[config.mk]
export PLATFORM = sky130hd
export DESIGN_NAME = decimate
export DESIGN_NICKNAME = d
export VERILOG_FILES = /design/src/rtl/decimate_pkg.sv /design/src/rtl/decimate_comb.sv /design/src/rtl/decimate.sv
export SDC_FILE = /design/constraint.sdc
export NUM_CORES = 1
export LEC_CHECK = 0
export BUFFER_PORTS_ARGS = -buffer_cell sky130_fd_sc_hd__buf_2
export CORE_ASPECT_RATIO = 1.75
export CORE_MARGIN = 5
export CORE_UTILIZATION = 61
export CTS_CLUSTER_DIAMETER = 40
export DETAILED_ROUTE_END_ITERATION = 6
export GPL_TIMING_DRIVEN = 1
export PLACE_DENSITY_LB_ADDON = 0.05
export SLEW_MARGIN = 20
export SYNTH_ARGS = -nofsm -noshare
export SYNTH_HDL_FRONTEND = slang
export SYNTH_HIERARCHICAL = 1
export SYNTH_SLANG_ARGS = --single-unit
[constraint.sdc]
create_clock -name clock -period 11.42 [get_ports clock]
set_input_delay 0.571 -clock clock [delete_from_list [all_inputs] [get_ports clock]]
set_output_delay 0.571 -clock clock [all_outputs]
set_load 0.02 [all_outputs]
[src/rtl/decimate_pkg.sv]
// Shared constants for the decimate CIC filter: default ratio, CIC order,
// internal width/shift helpers and output saturation limits.
package decimate_pkg;

  localparam int DECIM_DEFAULT = 64;
  localparam int CIC_ORDER     = 3;
  localparam int OUT_W         = 15;
  localparam int SAT_MAX       = 16383;
  localparam int SAT_MIN       = -16384;

  typedef logic signed [OUT_W-1:0] sample_t;

  // Bit growth of an order-3 CIC is 3*log2(R); two extra bits cover the +/-1 input.
  function automatic int cic_width(input int decim);
    return 2 + CIC_ORDER * $clog2(decim);
  endfunction

  function automatic int cic_shift(input int decim);
    return CIC_ORDER * $clog2(decim) - (OUT_W - 1);
  endfunction

  localparam int W_DEFAULT = cic_width(DECIM_DEFAULT);
  localparam int S_DEFAULT = cic_shift(DECIM_DEFAULT);

endpackage

[src/rtl/decimate_comb.sv]
// One CIC comb stage: on each enable, output the input minus the input
// seen at the previous enable; valid follows enable by one cycle.
module decimate_comb
  import decimate_pkg::*;
#(
  parameter int W = W_DEFAULT
) (
  input  logic                clock,
  input  logic                reset,
  input  logic                en,
  input  logic signed [W-1:0] din,
  output logic signed [W-1:0] dout,
  output logic                valid
);

  logic signed [W-1:0] dout_q, dout_d;
  logic signed [W-1:0] dly_q, dly_d;
  logic                valid_q, valid_d;

  always_comb begin
    dout_d  = dout_q;
    dly_d   = dly_q;
    valid_d = en;
    if (en) begin
      dout_d = din - dly_q;
      dly_d  = din;
    end
  end

  always_ff @(posedge clock) begin
    if (reset) begin
      dout_q  <= '0;
      dly_q   <= '0;
      valid_q <= 1'b0;
    end else begin
      dout_q  <= dout_d;
      dly_q   <= dly_d;
      valid_q <= valid_d;
    end
  end

  assign dout  = dout_q;
  assign valid = valid_q;

endmodule

[src/rtl/decimate.sv]
// Third-order CIC decimator for a 1-bit delta-sigma stream with a
// valid/ready output register. Define DECIMATE_ROUND_EN to round before the shift.
module decimate
  import decimate_pkg::*;
#(
  parameter int DECIM = DECIM_DEFAULT
) (
  input  logic    clock,
  input  logic    reset,
  input  logic    bit_in,
  input  logic    bit_valid,
  output sample_t sample_o,
  output logic    sample_valid,
  input  logic    sample_ready,
  output logic    overrun
);

  localparam int LOG2D = $clog2(DECIM);
  localparam int W     = cic_width(DECIM);
  localparam int S     = cic_shift(DECIM);

  localparam logic [LOG2D-1:0] CNT_LAST = LOG2D'(DECIM - 1);
  localparam logic signed [W:0] SAT_HI  = (W+1)'(SAT_MAX);
  localparam logic signed [W:0] SAT_LO  = (W+1)'(SAT_MIN);
  localparam sample_t           OUT_MAX = OUT_W'(SAT_MAX);
  localparam sample_t           OUT_MIN = OUT_W'(SAT_MIN);
`ifdef DECIMATE_ROUND_EN
  localparam logic signed [W:0] ROUND   = (W+1)'(1) << (S - 1);
`else
  localparam logic signed [W:0] ROUND   = '0;
`endif

  logic signed [W-1:0] x;
  logic signed [W-1:0] int1_q, int1_d, int2_q, int2_d, int3_q, int3_d;
  logic [LOG2D-1:0]    cnt_q, cnt_d;
  logic                strobe_q, strobe_d;
  logic [1:0]          warm_q, warm_d;
  sample_t             sample_q, sample_d;
  logic                valid_q, valid_d;
  logic                overrun_q, overrun_d;

  logic signed [W-1:0] c1_out, c2_out, c3_out;
  logic                c1_valid, c2_valid, c3_valid;
  logic signed [W:0]   comb_ext, rounded, shifted;
  sample_t             sat_val;
  logic                load;

  assign x = bit_in ? W'(1) : '1;

  // Integrators chain on the freshly updated values; wrap modulo 2^W is harmless for a CIC.
  always_comb begin
    int1_d   = int1_q;
    int2_d   = int2_q;
    int3_d   = int3_q;
    cnt_d    = cnt_q;
    strobe_d = 1'b0;
    if (bit_valid) begin
      int1_d   = int1_q + x;
      int2_d   = int2_q + int1_d;
      int3_d   = int3_q + int2_d;
      cnt_d    = cnt_q + LOG2D'(1);
      strobe_d = (cnt_q == CNT_LAST);
    end
  end

  decimate_comb #(.W(W)) u_comb1 (
    .clock(clock), .reset(reset), .en(strobe_q), .din(int3_q),
    .dout(c1_out), .valid(c1_valid)
  );

  decimate_comb #(.W(W)) u_comb2 (
    .clock(clock), .reset(reset), .en(c1_valid), .din(c1_out),
    .dout(c2_out), .valid(c2_valid)
  );

  decimate_comb #(.W(W)) u_comb3 (
    .clock(clock), .reset(reset), .en(c2_valid), .din(c2_out),
    .dout(c3_out), .valid(c3_valid)
  );

  // One guard bit so rounding the most positive comb value cannot overflow.
  always_comb begin
    comb_ext = {c3_out[W-1], c3_out};
    rounded  = comb_ext + ROUND;
    shifted  = rounded >>> S;
    if (shifted > SAT_HI) begin
      sat_val = OUT_MAX;
    end else if (shifted < SAT_LO) begin
      sat_val = OUT_MIN;
    end else begin
      sat_val = shifted[OUT_W-1:0];
    end
  end

  always_comb begin
    warm_d    = warm_q;
    sample_d  = sample_q;
    valid_d   = valid_q;
    overrun_d = overrun_q;
    load      = c3_valid && (warm_q == 2'd3);
    if (c3_valid && (warm_q != 2'd3)) begin
      warm_d = warm_q + 2'd1;
    end
    if (load) begin
      sample_d = sat_val;
      valid_d  = 1'b1;
      if (valid_q && !sample_ready) begin
        overrun_d = 1'b1;
      end
    end else if (valid_q && sample_ready) begin
      valid_d = 1'b0;
    end
  end

  always_ff @(posedge clock) begin
    if (reset) begin
      int1_q    <= '0;
      int2_q    <= '0;
      int3_q    <= '0;
      cnt_q     <= '0;
      strobe_q  <= 1'b0;
      warm_q    <= 2'd0;
      sample_q  <= '0;
      valid_q   <= 1'b0;
      overrun_q <= 1'b0;
    end else begin
      int1_q    <= int1_d;
      int2_q    <= int2_d;
      int3_q    <= int3_d;
      cnt_q     <= cnt_d;
      strobe_q  <= strobe_d;
      warm_q    <= warm_d;
      sample_q  <= sample_d;
      valid_q   <= valid_d;
      overrun_q <= overrun_d;
    end
  end

  assign sample_o     = sample_q;
  assign sample_valid = valid_q;
  assign overrun      = overrun_q;

endmodule
==> metrics.cfg <==
[sta]
finalSetupViolCount = 0
fmax_mhz = 165
rsz0062_at_grt = false
worst_clock_skew_ns = 0.0192
tns_ns = 0
fin_crit_sh_pct = 53.2
relSlewSlack_pct = 33.1
period_minus_slack_ns = 6.07
final_max_slew_viol_count = 0
hold_viol = 0
worstMarginPinSlew_ns = 0.996

[worst_setup_path]
required_ns = 11.89
crit_type = input pin to flip-flop
end_kind = flip-flop
critPathMaxStageDelay_ns = 0.51
cp-start-kind = input pin
arrival_ns = 6.54
cp_num_buf_inv = 2
cpLargestDelayFamily = compound AO/OA/AOI/OAI gates
worstPathMaxFanout = 19
crit_slowest_cell = inv_1

[flow_run]
maxCapViolCount = 0

[synth]
synth_area_sq_um = 12900
synth_fp_nets = 1680
avgSynthCellArea_sq_um = 8.35
yosys_warnings = 6
syn_inst = 1549

[power_and_ir_drop]
vdd_drop_max_uv = 157
p_leak_uw = 0.00599
p_per_area_nw_per_um2 = 235

[route]
routed_wl_mm = 29.1
drtIter0Drc = 396
ant_nets = 0
drc = 0
wl_per_cell_um = 16.0
drt-pass1-iter-count = 5
vias_per_cell = 5.90
dr_total_vias = 10700

[floorplan]
die_h_um = 203
fp-row-count = 70
die_w_um = 120
die_area_sq_um = 24300
io_pins = 22
coreArea_sq_um = 20900
start_util_pct = 61.8

[final_layout]
multi_input_area_sq_um = 8190
fin_util_pct = 67.8
drive_above_1_share_pct = 6.96
finalNetCount = 1676
diodes = 0
area_delta_synth_final_pct = 9.63
nFillCells = 1798
seqCellArea_sq_um = 4110

[clock_network]
clk_latency_ns = 0.54
cts_htree_levels = 1
clk_path_buf_depth = 3
cts_root_buf = clkbuf_16
clkSinkCount = 205
cts_setup_buffers = 0
cts-resized-gates = 0
cts_buffers = 29
clk_pin_slew_worst_paths_ns = 0.06
cts_tree = built
cts_hold_buf = 0

[placement]
post-dp-hpwl_mm = 21.6
io_buffers = 21
gp_congestion = 0.928

[grt]
met2_usage_pct = 48.0
grt_pass1_vias = 10900
use_met1_pct = 24.0
grt_start_max_net_pins = 81
antenna_found_initial = 0
grt_usage_pct = 24.2
grt_pass1_wl_mm = 49.7
gr-total-overflow = 0
met3_usage_pct = 2.26
busiest_layer = met2

[status]
status = finished, final reports clean

[worst_hold_path]
hold_class = input pin to flip-flop

==> layer usage <==
layer,up-vias,wire length [um]
li1,5465,-
met1,5049,11000
met2,129,15900
met3,82,527
met4,0,1670
met5,-,0
==> power by group <==
part	leakage, uW	total, uW	internal, uW	switching (uW)
logic	0.00383	1580	684	895
registers	0.00167	835	781	53.1
clock network	0.000489	913	554	359
total	0.00599	3330	2020	1310
==> layout by cell type, fill, tap and decap left out, types with 5 or more instances in the layout <==
cell type    n
and2_1       7
buf_2       19
nor2_1     234
nand2b_1    13
or3_1        8
nor3b_1      9
nor3_1      50
xnor2_1     57
a211o_1     10
mux2i_1    111
a31oi_1      7
ha_1       120
o21bai_1     9
o21ai_1     17
dfxtp_1    202
a32o_1       9
o21ai_0     41
a21boi_1     6
nand3_1     34
nand3b_1     9
buf_4        7
o21a_1      20
inv_1      105
o31ai_1      6
a211oi_1    16
fa_1         6
nor2b_1     13
nand4_1     12
a21oi_1    121
a21o_1      36
o211ai_1     5
nand2_1     76
clkbuf_16   29
xor2_1      21
==> per-stage QoR <==
stage | cells | worst slack [ns] | hold WS, ns | power, uW | area (sq um)
final | 1819 | 5.35 | 0.329 | 3330 | 14200
after global routing | 1819 | 4.86 | 0.338 | 3590 | 14200
after CTS | 1819 | 5.34 | 0.319 | 3350 | 14200
after detailed placement | 1766 | 4.78 | 0.431 | 2420 | 13200
after global placement | 1766 | 4.86 | 0.430 | 2370 | 13200
after floorplan | 1549 | 5.69 | 0.419 | 2120 | 12900
==> registers in the layout (all words and copies together) (netlist names) <==
register,cells
cnt_q,6
int1_q,20
int2_q,20
int3_q,20
overrun,1
sample_o,15
sample_valid,1
strobe_q,1
u_comb1/dly_q,20
u_comb1/dout,20
u_comb1/valid,1
u_comb2/dly_q,20
u_comb2/dout,20
u_comb2/valid,1
u_comb3/dly_q,20
u_comb3/dout,16
u_comb3/valid,1
warm_q,2
==> area by class of cell <==
type	count	area share [%]
sequential	205	29.0
clock buffer	32	5.27
multi-input combinational	1173	57.7
tap	252	2.22
inverter	109	2.88
clock inverter	21	1.84
timing repair buffer	27	1.12
==> worst reg2reg max path, delay by kind of cell (launching register included) <==
family / cells / cell delay (ns)
buffers and inverters: 1 / 0.15
AO/OA/AOI/OAI: 16 / 3.11
XOR/XNOR: 2 / 0.38
AND/OR/NAND/NOR: 3 / 0.47
adder cells (fa/ha/maj): 3 / 1.09
multiplexers: 1 / 0.29
flip-flops: 1 / 0.39
==> path summary, 6_finish.rpt <==
| kind | startpoint | end | slack (ns) | cells after the start |
|---|---|---|---|---|
| setup / recovery | bit_in | int3_q[19]$_SDFFE_PP0P_ | 5.35 | 27 |
| hold / removal | sample_ready | sample_valid$_SDFFE_PP0P_ | 0.33 | 3 |
| setup reg to reg | int1_q[0]$_SDFFE_PP0P_ | int3_q[19]$_SDFFE_PP0P_ | 5.46 | 26 |
| hold reg to reg | cnt_q[5]$_SDFFE_PP0P_ | strobe_q$_SDFF_PP0_ | 0.44 | 2 |
(Power assumes the default switching activity.)
